### src/rtl/cmd_pkg.sv
// Shared constants for the command dispatcher: opcodes, command field
// positions and FSM state encodings.
package cmd_pkg;

  localparam logic [7:0] OP_HALT  = 8'h00;
  localparam logic [7:0] OP_FENCE = 8'hFF;

  localparam int OPC_HI  = 63;
  localparam int OPC_LO  = 56;
  localparam int SLOT_HI = 55;
  localparam int SLOT_LO = 52;
  localparam int ENG_HI  = 51;
  localparam int ENG_LO  = 48;

  typedef enum logic [1:0] {
    S_FETCH  = 2'd0,
    S_FENCE  = 2'd1,
    S_HALTED = 2'd2
  } state_t;

endpackage

### src/rtl/cmd_fifo.sv
// Synchronous command FIFO; head word is exposed combinationally so the
// dispatcher can decode it in the same cycle it decides to pop.
module cmd_fifo #(
  parameter int WIDTH = 64,
  parameter int DEPTH = 8
) (
  input  logic                     clk,
  input  logic                     rst,
  input  logic                     push_i,
  input  logic                     pop_i,
  input  logic [WIDTH-1:0]         wdata_i,
  output logic [WIDTH-1:0]         rdata_o,
  output logic                     full_o,
  output logic                     empty_o,
  output logic [$clog2(DEPTH):0]   level_o
);
  localparam int AW = $clog2(DEPTH);

  logic [WIDTH-1:0] mem_q [DEPTH];
  logic [AW-1:0]    wr_q, rd_q;
  logic [AW:0]      cnt_q;
  logic             do_push, do_pop;

  assign full_o  = (cnt_q == (AW+1)'(DEPTH));
  assign empty_o = (cnt_q == '0);
  assign level_o = cnt_q;
  assign rdata_o = mem_q[rd_q];
  assign do_push = push_i && !full_o;
  assign do_pop  = pop_i && !empty_o;

  // Power-of-two depth lets the pointers wrap naturally.
  always_ff @(posedge clk or posedge rst) begin
    if (rst) begin
      wr_q  <= '0;
      rd_q  <= '0;
      cnt_q <= '0;
    end else begin
      if (do_push) wr_q <= wr_q + 1'b1;
      if (do_pop)  rd_q <= rd_q + 1'b1;
      case ({do_push, do_pop})
        2'b10:   cnt_q <= cnt_q + 1'b1;
        2'b01:   cnt_q <= cnt_q - 1'b1;
        default: cnt_q <= cnt_q;
      endcase
    end
  end

  always_ff @(posedge clk) begin
    if (do_push) mem_q[wr_q] <= wdata_i;
  end

endmodule

### src/rtl/cmd_dispatcher.sv
// Host command front end: buffers commands and issues one-cycle pulses to engines.
// Optional CMD_PERF_CNT_EN adds issue/stall/drop performance counters.
module cmd_dispatcher
  import cmd_pkg::*;
#(
  parameter int CMD_W   = 64,
  parameter int DEPTH   = 8,
  parameter int NUM_ENG = 4,
  parameter int ADDR_W  = 48
) (
  input  logic                   clk,
  input  logic                   rst,
  input  logic                   cmd_in_valid,
  output logic                   cmd_in_ready,
  input  logic [CMD_W-1:0]       cmd_in_data,
  output logic [NUM_ENG-1:0]     eng_valid,
  input  logic [NUM_ENG-1:0]     eng_ready,
  output logic [7:0]             eng_opcode,
  output logic [3:0]             eng_slot,
  output logic [ADDR_W-1:0]      eng_dma_addr,
  output logic                   halted,
  output logic                   err_bad_eng,
  output logic [$clog2(DEPTH):0] fifo_level,
  output logic [1:0]             dbg_state
`ifdef CMD_PERF_CNT_EN
  ,
  output logic [31:0]            perf_issued,
  output logic [31:0]            perf_stall,
  output logic [15:0]            perf_dropped
`endif
);

  state_t             state_q, state_d;
  logic [NUM_ENG-1:0] eng_valid_q, eng_valid_d, busy_mask_q;
  logic [7:0]         opc_q;
  logic [3:0]         slot_q;
  logic [ADDR_W-1:0]  addr_q;
  logic               halted_q, err_q, rdy_en_q;

  logic [CMD_W-1:0]   head;
  logic               full, empty, push, pop, issue, drop;
  logic [7:0]         head_opc;
  logic [3:0]         head_eng;
  logic               eng_ok, eng_avail;

  assign cmd_in_ready = rdy_en_q && !full && !halted_q;
  assign push         = cmd_in_valid && cmd_in_ready;

  cmd_fifo #(.WIDTH(CMD_W), .DEPTH(DEPTH)) u_fifo (
    .clk     (clk),
    .rst     (rst),
    .push_i  (push),
    .pop_i   (pop),
    .wdata_i (cmd_in_data),
    .rdata_o (head),
    .full_o  (full),
    .empty_o (empty),
    .level_o (fifo_level)
  );

  assign head_opc = head[OPC_HI:OPC_LO];
  assign head_eng = head[ENG_HI:ENG_LO];
  assign eng_ok   = ({1'b0, head_eng} < 5'(NUM_ENG));

  // An engine pulsed this cycle still shows ready; busy_mask blocks a re-issue.
  always_comb begin
    eng_avail = 1'b0;
    for (int i = 0; i < NUM_ENG; i++)
      if (head_eng == 4'(i)) eng_avail = eng_ready[i] && !busy_mask_q[i];
  end

  always_ff @(posedge clk or posedge rst) begin
    if (rst) state_q <= S_FETCH;
    else     state_q <= state_d;
  end

  always_comb begin
    state_d = state_q;
    case (state_q)
      S_FETCH: begin
        if (!empty && head_opc == OP_HALT)       state_d = S_HALTED;
        else if (!empty && head_opc == OP_FENCE) state_d = S_FENCE;
      end
      S_FENCE:  if (&eng_ready && busy_mask_q == '0) state_d = S_FETCH;
      S_HALTED: state_d = S_HALTED;
      default:  state_d = S_FETCH;
    endcase
  end

  always_comb begin
    pop   = 1'b0;
    issue = 1'b0;
    drop  = 1'b0;
    if (state_q == S_FETCH && !empty) begin
      if (head_opc == OP_HALT || head_opc == OP_FENCE) begin
        pop = 1'b1;
      end else if (!eng_ok) begin
        pop  = 1'b1;
        drop = 1'b1;
      end else if (eng_avail) begin
        pop   = 1'b1;
        issue = 1'b1;
      end
    end
    for (int i = 0; i < NUM_ENG; i++)
      eng_valid_d[i] = issue && (head_eng == 4'(i));
  end

  always_ff @(posedge clk or posedge rst) begin
    if (rst) begin
      eng_valid_q <= '0;
      busy_mask_q <= '0;
      opc_q       <= '0;
      slot_q      <= '0;
      addr_q      <= '0;
      halted_q    <= 1'b0;
      err_q       <= 1'b0;
      rdy_en_q    <= 1'b0;
    end else begin
      eng_valid_q <= eng_valid_d;
      busy_mask_q <= eng_valid_d;
      rdy_en_q    <= 1'b1;
      if (issue) begin
        opc_q  <= head_opc;
        slot_q <= head[SLOT_HI:SLOT_LO];
        addr_q <= head[ADDR_W-1:0];
      end
      if (state_q == S_FETCH && state_d == S_HALTED) halted_q <= 1'b1;
      if (drop) err_q <= 1'b1;
    end
  end

  assign eng_valid    = eng_valid_q;
  assign eng_opcode   = opc_q;
  assign eng_slot     = slot_q;
  assign eng_dma_addr = addr_q;
  assign halted       = halted_q;
  assign err_bad_eng  = err_q;
  assign dbg_state    = state_q;

`ifdef CMD_PERF_CNT_EN
  logic [31:0] issued_q, stall_q;
  logic [15:0] dropped_q;
  logic        stall;

  assign stall = (state_q == S_FETCH) && !empty && !pop;

  always_ff @(posedge clk or posedge rst) begin
    if (rst) begin
      issued_q  <= '0;
      stall_q   <= '0;
      dropped_q <= '0;
    end else if (!halted_q) begin
      if (issue && issued_q != '1)  issued_q  <= issued_q + 32'd1;
      if (stall && stall_q != '1)   stall_q   <= stall_q + 32'd1;
      if (drop && dropped_q != '1)  dropped_q <= dropped_q + 16'd1;
    end
  end

  assign perf_issued  = issued_q;
  assign perf_stall   = stall_q;
  assign perf_dropped = dropped_q;
`endif

endmodule
### config.mk
export PLATFORM = sky130hd
export DESIGN_NAME = cmd_dispatcher
export DESIGN_NICKNAME = d
export VERILOG_FILES = /design/src/rtl/cmd_pkg.sv /design/src/rtl/cmd_fifo.sv /design/src/rtl/cmd_dispatcher.sv
export SDC_FILE = /design/constraint.sdc
export NUM_CORES = 1
export LEC_CHECK = 0
export CORE_MARGIN = 4
export CORE_UTILIZATION = 50
export CTS_CLUSTER_SIZE = 16
export DETAILED_ROUTE_END_ITERATION = 10
export PLACE_DENSITY = 0.8
export SKIP_CTS_REPAIR_TIMING = 1
export SYNTH_ARGS = -nofsm -noshare
export SYNTH_HDL_FRONTEND = slang
export SYNTH_SLANG_ARGS = --single-unit
### constraint.sdc
create_clock -name clk -period 6.1 [get_ports clk]
set_input_delay 1.22 -clock clk [delete_from_list [all_inputs] [get_ports clk]]
set_output_delay 1.22 -clock clk [all_outputs]
set_load 0.01 [all_outputs]
### Word level (Yosys, flattened, before mapping)

Memory sizes are Yosys's and may differ from the RTL's.
Index checks and enable logic that the tools add are counted.

| operators by class | value |
|---|---|
| add/sub/neg operators | 4 |
| $lt $le $gt $ge | 1 |
| eq/ne operators | 10 |
| muxes and demuxes | 21 |
| reduce and logical (&&, ||, !) cells | 33 |

Operators with widths:

| cell | count |
|---|---|
| $logic_and 1x1->1 | 18 |
| $mux 1 | 16 |
| $logic_not 4->1 | 3 |
| $eq 4x2->1 const B | 2 |
| $eq 8x8->1 const B | 1 |
| $logic_not 8->1 | 1 |
| $pmux 4 s2 | 1 |
| $logic_not 1->1 | 7 |
| $add 3x1->3 const B | 2 |
| $eq 2x2->1 const B | 3 |
| $mux 2 | 3 |
| $pmux 2 s3 | 1 |
| $add 4x1->4 const B | 1 |
| $eq 2x1->1 const B | 2 |
| $eq 4x1->1 const B | 1 |
| $eq 4x4->1 const B | 1 |
| $lt 4x3->1 const B | 1 |
| $reduce_and 4->1 | 1 |
| $sub 4x1->4 const B | 1 |
| $logic_not 2->1 | 1 |
| $reduce_bool 2->1 | 1 |
| $logic_or 1x1->1 | 1 |

| word-level totals | value |
|---|---|
| flip-flop bits (word level) | 79 |
| RAM bits | 512 |
| input bits | 71 |
| output and inout bits | 73 |
| word-level logic and storage cells | 81 |
| memories | 1 |

Memory list:

| memory | words | width | rd ports | clocked after Yosys merged registers in | write ports | line | text |
|---|---|---|---|---|---|---|---|
| u_fifo.mem_q | 8 | 64 | 1 | 0 | 1 | cmd_fifo.sv:19 | `logic [WIDTH-1:0] mem_q [DEPTH];` |

### Longest topological paths before layout

Gate-level depths: netlist of the first run.

| depth | value |
|---|---|
| word-level depth | 13 |
| depth in mapped cells | 17 |
| gate-level depth less buffers | 14 |

### Hierarchy

A second synthesis of the first run with hierarchy kept.

| unflattened totals | value |
|---|---|
| cell total of the unflattened synthesis | 976 |
| area, all modules | 22799.4 µm² |

By module, submodules not included:

| module | times used | cells an instance | area an instance (µm²) | seq. area each (µm²) |
|---|---|---|---|---|
| cmd_fifo | 1 | 807 | 19851.5 | 15625.0 |
| cmd_dispatcher | 1 | 169 | 2947.8 | 1726.7 |

### Worst setup path before layout of the first run

Ideal clock, no wire load.

| timing | value |
|---|---|
| kind | input-to-reg |
| start | input port cmd_in_valid |
| end | memory u_fifo.mem_q[0][0], enable pin |
| library setup time | 0.565 ns |
| data arrival time | 5.880 ns |
| data required time | 5.535 ns |
| path slack | -0.344 ns |
| cell stages on the path | 3 |
| buffers on the path | 0 |
| cell sequence | and2_1 -> nand2b_1 -> nor3_1 |

| between the ends | value |
|---|---|
| word-level cells in the longest chain between the ends | 4 |

RTL lines:

| item | line | text |
|---|---|---|
| start: declaration | cmd_dispatcher.sv:13 | `input logic cmd_in_valid,` |
| $logic_and 1x1->1 | cmd_dispatcher.sv:47 | `assign push = cmd_in_valid && cmd_in_ready;` |
| $logic_and 1x1->1 | cmd_fifo.sv:28 | `assign do_push = push_i && !full_o;` |
| $mux 1 | cmd_fifo.sv:49 | `if (do_push) mem_q[wr_q] <= wdata_i;` |
| $mux 1 (not written as such) | cmd_fifo.sv:49 |  |
| end: declaration | cmd_fifo.sv:19 |  |

No other way between the ends.

### Final worst setup path of the first run

| timing | value |
|---|---|
| start | register u_fifo.rd_q[0] |
| end | register opc_q[0] (netlist: eng_opcode[0]) |

| between the ends | value |
|---|---|
| word-level cells in the longest chain between the ends | 10 |
| elaborated cells on any way between the ends | 17 |
| those cells by class | order compare: 1; eq/ne: 4; mux: 8; reduce/logical: 3; memory: 1 |

RTL lines:

| item | line | text |
|---|---|---|
| start: declaration | cmd_fifo.sv:20 | `logic [AW-1:0] wr_q, rd_q;` |
| start signal: assignment | cmd_fifo.sv:39 | `if (do_pop) rd_q <= rd_q + 1'b1;` |
| $mem_v2 8x64 (*) | - |  |
| $logic_not 4->1 | cmd_dispatcher.sv:69 | `if (head_eng == 4'(i)) eng_avail = eng_ready[i] && !busy_mask_q[i];` |
| $mux 1 (4 in a row) | cmd_dispatcher.sv:69 |  |
| $mux 1 | cmd_dispatcher.sv:100 | `end else if (eng_avail) begin` |
| $mux 1 | cmd_dispatcher.sv:97 | `end else if (!eng_ok) begin` |
| $mux 1 | cmd_dispatcher.sv:95 | `if (head_opc == OP_HALT \|\| head_opc == OP_FENCE) begin` |
| $mux 1 | cmd_dispatcher.sv:94 | `if (state_q == S_FETCH && !empty) begin` |
| end signal: assignment | cmd_dispatcher.sv:124 | `opc_q <= head_opc;` |
| end: declaration | cmd_dispatcher.sv:35 | `logic [7:0] opc_q;` |

Mark *: on every way between the ends. The rest lies on a longest branch, timed or not.
A chain may end at the register's enable or synchronous reset.

==> impl_metrics.ini, run 1 <==
[status]
status = complete, no violations

[synth]
synth_cell_type_count = 39
synthCells = 1049
async_flop_share = 0.134
ys.flop_type = edfxtp_1
syn_area_per_cell_um2 = 21.5
ys_seq_area_frac = 0.771
synth_nets = 1126
ys_seq_elements = 591
synth-edff-count = 512
synth_area_um2 = 22500
yosysWarningCount = 0

[die]
dieArea_um2 = 48500
die_x_um = 220
start_util = 0.508
core_area_um2 = 44300
rows = 77
die_height_um = 220
io_pins = 144

[pwr]
peakVddDrop_v = 0.000434
power_density_nw_per_um2 = 473
p_leak_uw = 0.00874

[placement]
dpl_cell_area_um2 = 24700
port_buffers = 143
numPlacedInstances = 1751
hpwlAfterDp_um = 25700
gp_congestion = 0.751

[setup_path]
worstPathArrival_ns = 5.43
worstSetupEndpointType = flip-flop
critPathKind = flip-flop to flip-flop
worstRegToRegCells = 8
r2r_end = eng_opcode[0]
timing.rr.start = u_fifo.rd_q[0]
cp-start-kind = flip-flop
worstPathMaxFanout = 61
r2r_setup_slack_ns = 1.15
cp.required_ns = 6.58

[hold_path]
hold_path_startpoint = halted
hold_depth = 1
holdPathEnd = halted
holdCritPathClass = flip-flop to flip-flop

[grt]
grt_pass1_wl_um = 70900
grt_max_degree = 72
antenna_found_initial = 5
overflow = 0
grt_pass1_vias = 11300
grt_usage = 0.196

[sta]
period_share = 0.811
finalSetupViolCount = 0
maxSlewViolCount = 0
min_period_ns = 4.95
hold_violations = 0
rsz0062_at_grt = no
fin_worst_skew_ns = 0.0223
tightest_slew_ns = 1.15
tns_ns = 0
timing.fmax_mhz = 202
slew-limit-headroom = 0.231
hold_ws_ns = 0.480

[layout]
areaGrowthSynthToFinish_pct = 17.5
layout.cells.non_filler = 1858
layout_commonest_cell = edfxtp_1
drive_above_1_share = 0.240
most-common-layout-cells = edfxtp_1 (512), clkdlybuf4s50_1 (143), mux4_2 (123)
final_util = 0.597
fin_nets = 1294
stdcell_area_um2 = 26400

[clock_network]
cts_buffers = 56
clock_path_buffers = 3
clock-root-buffer = clkbuf_16
cts_tree = built
cts.clk_slew.worst_paths_ns = 0.06
clock_latency_ns = 0.60
htree_levels = 2
cts.sinks = 591

[route]
detail-route-antenna-nets = 0
vias = 10900
first_pass_iters = 8
drt-total-wl_um = 46500
drc = 0
drtIter0Drc = 952
vias_per_cell = 5.84
wl_per_cell_um = 25.0

[run]
timing.max_cap.violations = 0
where the power goes:
| part | internal [µW] | switching [µW] |
|---|---|---|
| registers | 4910 | 588 |
| clock network | 1900 | 1410 |
| logic | 1850 | 1860 |
| total | 8660 | 3860 |
flip-flops by register name, summed over array words and instances (netlist names):
signal	cells
u_fifo.mem_q	512
eng_opcode	8
err_bad_eng	1
busy_mask_q	4
u_fifo.level_o	4
halted	1
u_fifo.wr_q	3
rdy_en_q	1
dbg_state	2
eng_dma_addr	48
eng_slot	4
u_fifo.rd_q	3
logic make-up (layout without fill, tap and decap cells):
| family | Yosys count | in the layout | synth area share |
|---|---|---|---|
| multiplexers | 197 | 197 | 0.157 |
| other | 1 | 2 | 0.000167 |
| AO/OA/AOI/OAI | 123 | 123 | 0.0369 |
| buffers and inverters | 60 | 276 | 0.0132 |
| XOR/XNOR | 7 | 7 | 0.00272 |
| flip-flops | 591 | 591 | 0.771 |
| AND/OR/NAND/NOR | 64 | 64 | 0.0151 |
| adder cells (fa/ha/maj) | 6 | 6 | 0.00367 |
per-layer routing:
metal  GRT usage  wire length (µm)  vias to the layer above
met1       0.276             18900                     5713
met2       0.322             23300                      426
met3      0.0446              3600                       70
met4      0.0391               745                        8
met5           0                57                        -
li1            -                 -                     4637
critical path: stages (launching register included):
cell,delay (ns)
dfrtp_4,1.03
mux4_2,0.59
mux2i_1,0.43
mux2i_1,0.24
mux2i_1,0.12
nor3_2,0.23
buf_4,0.59
and2_4,1.00
mux2_2,0.42
synth_stat cells, types with 5 or more instances:
cell type	number	area share
a21oi_1	62	0.014
a21oi_2	50	0.019
buf_1	5	0.00083
buf_2	9	0.0020
buf_6	8	0.0040
clkbuf_1	32	0.0053
dfrtp_1	79	0.088
edfxtp_1	512	0.68
ha_1	5	0.0028
inv_1	6	0.0010
mux2_2	13	0.0065
mux2i_1	60	0.027
mux4_2	123	0.12
nand2_1	13	0.0022
nand2b_1	11	0.0031
nor2_1	14	0.0023
nor3_1	14	0.0031
worst max path at each step:
stage                        start                  to  slack [ns]  depth (start not counted)
floorplan             cmd_in_valid  u_fifo.mem_q[2][0]        1.39                          3
global placement    u_fifo.rd_q[0]       eng_opcode[0]        1.21                          8
detailed placement  u_fifo.rd_q[0]       eng_opcode[6]        1.14                          8
CTS                 u_fifo.rd_q[0]       eng_opcode[6]        1.08                          8
global route        u_fifo.rd_q[0]       eng_opcode[5]        0.81                          8
finish              u_fifo.rd_q[0]       eng_opcode[0]        1.15                          8
layout make-up:
class	count	area [µm²]
Fill cell	3098	17900
Multi-Input combinational cell	398	4940
Inverter	6	25.0
Clock buffer	88	1650
Sequential cell	591	17400
Antenna cell	1	2.50
Clock inverter	18	119
Tap cell	592	741
Timing Repair Buffer	164	1600
through the flow:
| step | total power (µW) | worst slack [ns] |
|---|---|---|
| after floorplan | 7970 | 1.39 |
| after global placement | 9210 | 1.21 |
| after CTS | 12600 | 1.08 |
| after global routing | 13100 | 0.815 |
| after detailed placement | 9320 | 1.14 |
| final | 12500 | 1.15 |
Power figures use the tool's default switching activity.
==> inputs of run 2 (changes only) <==
Clock period 6.1 ns to 4.06 ns, I/O delays scaled along.
==> run 2 against run 1 <==
Clock-buffer cell count shrank 11. Die area is the same. Clock power grew 60%. Critical path type unchanged. Largest cell class unchanged. Largest power group unchanged.
==> impl_metrics.ini, run 2 (synthesized netlist as in run 1, its figures left out) <==
[grt]
overflow = 0
antenna_found_initial = 8
grt_max_degree = 58
grt_pass1_wl_um = 71700
grt_usage = 0.198
grt_pass1_vias = 11700

[placement]
gp_congestion = 0.782
port_buffers = 143
hpwlAfterDp_um = 26500

[pwr]
clockPowerShare = 0.274
peakVddDrop_v = 0.000513
switching_power_uw = 5920
p_int_uw = 13400
power_density_nw_per_um2 = 723
p_leak_uw = 0.00889
swShare = 0.306
pwr-share-comb = 0.319
seqPwrFrac = 0.407

[clock_network]
htree_levels = 2
clock_path_buffers = 3
cts_buffers = 56
cts.clk_slew.worst_paths_ns = 0.06
clock_latency_ns = 0.60
clock-root-buffer = clkbuf_16
cts.sinks = 591
cts_tree = built

[sta]
finalSetupViolCount = 0
tightest_slew_ns = 1.04
tns_ns = 0
slew-limit-headroom = 0.306
period_share = 0.937
min_period_ns = 3.81
hold_violations = 0
hold_ws_ns = 0.495
fin_worst_skew_ns = 0.0180
maxSlewViolCount = 0
rsz0062_at_grt = no
timing.fmax_mhz = 263

[run]
timing.max_cap.violations = 0

[die]
io_pins = 144
rows = 77
die_height_um = 220
die_x_um = 220
core_area_um2 = 44300
dieArea_um2 = 48500
start_util = 0.508

[route]
drt-total-wl_um = 47800
drc = 0
drtIter0Drc = 1117
wl_per_cell_um = 25.4
detail-route-antenna-nets = 0
vias_per_cell = 5.85
vias = 11000
first_pass_iters = 5

[status]
status = complete, no violations

[setup_path]
worstSetupEndpointType = flip-flop
slowest_stage = buf_4
cp_cell_sequence = buf_4 > buf_6 > mux4_2 > mux2_2 > nand2_1 > nor4_1 > nor3_2 > buf_4 > and2_4 > buf_12 > a21oi_1
worstPathArrival_ns = 4.24
critPathMaxStageDelay_ns = 0.68
cp.required_ns = 4.50
cp-start-kind = flip-flop
critPathKind = flip-flop to flip-flop
worstPathMaxFanout = 57
crit_top_cell = buf_4

[layout]
fin_nets = 1315
most-common-layout-cells = edfxtp_1 (512), clkdlybuf4s50_1 (143), mux4_2 (123)
multi_input_area_um2 = 4940
largest_reg_flops = 512
ff_latch_area_um2 = 17400
top_register = u_fifo.mem_q
layout_commonest_cell = edfxtp_1
drive_above_1_share = 0.259
fillers = 3053
areaGrowthSynthToFinish_pct = 18.9

[hold_path]
holdCritPathClass = flip-flop to flip-flop
==> run 2: cell types whose count changed in the layout (fill, tap and decap cells not counted), moves of 3 or more <==
cell        delta
buf_6          +3
clkbuf_8       -6
buf_4         +17
clkinv_1       -3
clkinvlp_4     +4
clkbuf_1       -5
bufinv_16      +6
clkinv_2       +4
==> run 2: final timing paths <==
check                               start               end  slack (ns)  cells past startpoint
max                        u_fifo.rd_q[0]   eng_dma_addr[5]        0.25                     11
min                           err_bad_eng       err_bad_eng        0.50                      1
max reg2reg                u_fifo.rd_q[0]   eng_dma_addr[5]        0.25                     11
min reg2reg                   err_bad_eng       err_bad_eng        0.50                      1
max in group asynchronous             rst  eng_dma_addr[13]        2.49                      3
min in group asynchronous             rst  eng_dma_addr[16]        0.70                      2
==> run 2: power by group through the flow <==
stage | clock network (µW) | logic [µW] | registers (µW)
after floorplan | 0 | 4020 | 7950
after global placement | 0 | 6010 | 7980
after detailed placement | 0 | 6110 | 8010
after CTS | 5360 | 6180 | 7910
after global routing | 5630 | 6690 | 7940
final | 5290 | 6170 | 7870
==> run 2: area by class of cell <==
cell class | instances | area share
tap | 592 | 0.0277
antenna | 2 | 0.000187
inverter | 6 | 0.000935
timing repair buffer | 185 | 0.0667
clock buffer | 77 | 0.0580
sequential | 591 | 0.649
multi-input combinational | 398 | 0.185
clock inverter | 29 | 0.0126
==> run 2: per-stage QoR <==
step / instances / cell area (µm²) / power (µW) / util / setup slack, ns
4_1_cts: 1874 / 26700 / 19400 / 0.602 / 0.111
3_5_place_dp: 1768 / 24800 / 14100 / 0.560 / 0.118
3_3_place_gp: 1768 / 24800 / 14000 / 0.560 / 0.144
2_1_floorplan: 1049 / 22500 / 12000 / - / -0.283
5_1_grt: 1878 / 26700 / 20300 / 0.604 / 0.0252
6_report: 1880 / 26800 / 19300 / 0.604 / 0.255
==> run 2: worst max-delay path, delay by kind of cell, from the launching register on <==
| kind | cells | cell delay (ns) |
|---|---|---|
| AO/OA/AOI/OAI | 1 | 0.17 |
| buffers and inverters | 4 | 1.41 |
| flip-flops | 1 | 0.43 |
| multiplexers | 2 | 0.85 |
| AND/OR/NAND/NOR | 4 | 0.75 |
==> run 2: routing by layer <==
metal	track usage	wire length, µm	vias up	share of wire
li1	-	-	4675	-
met1	0.266	18800	5768	0.39
met2	0.328	23900	439	0.50
met3	0.0520	3970	94	0.083
met4	0.0511	998	14	0.021
met5	0	90	-	0.0019
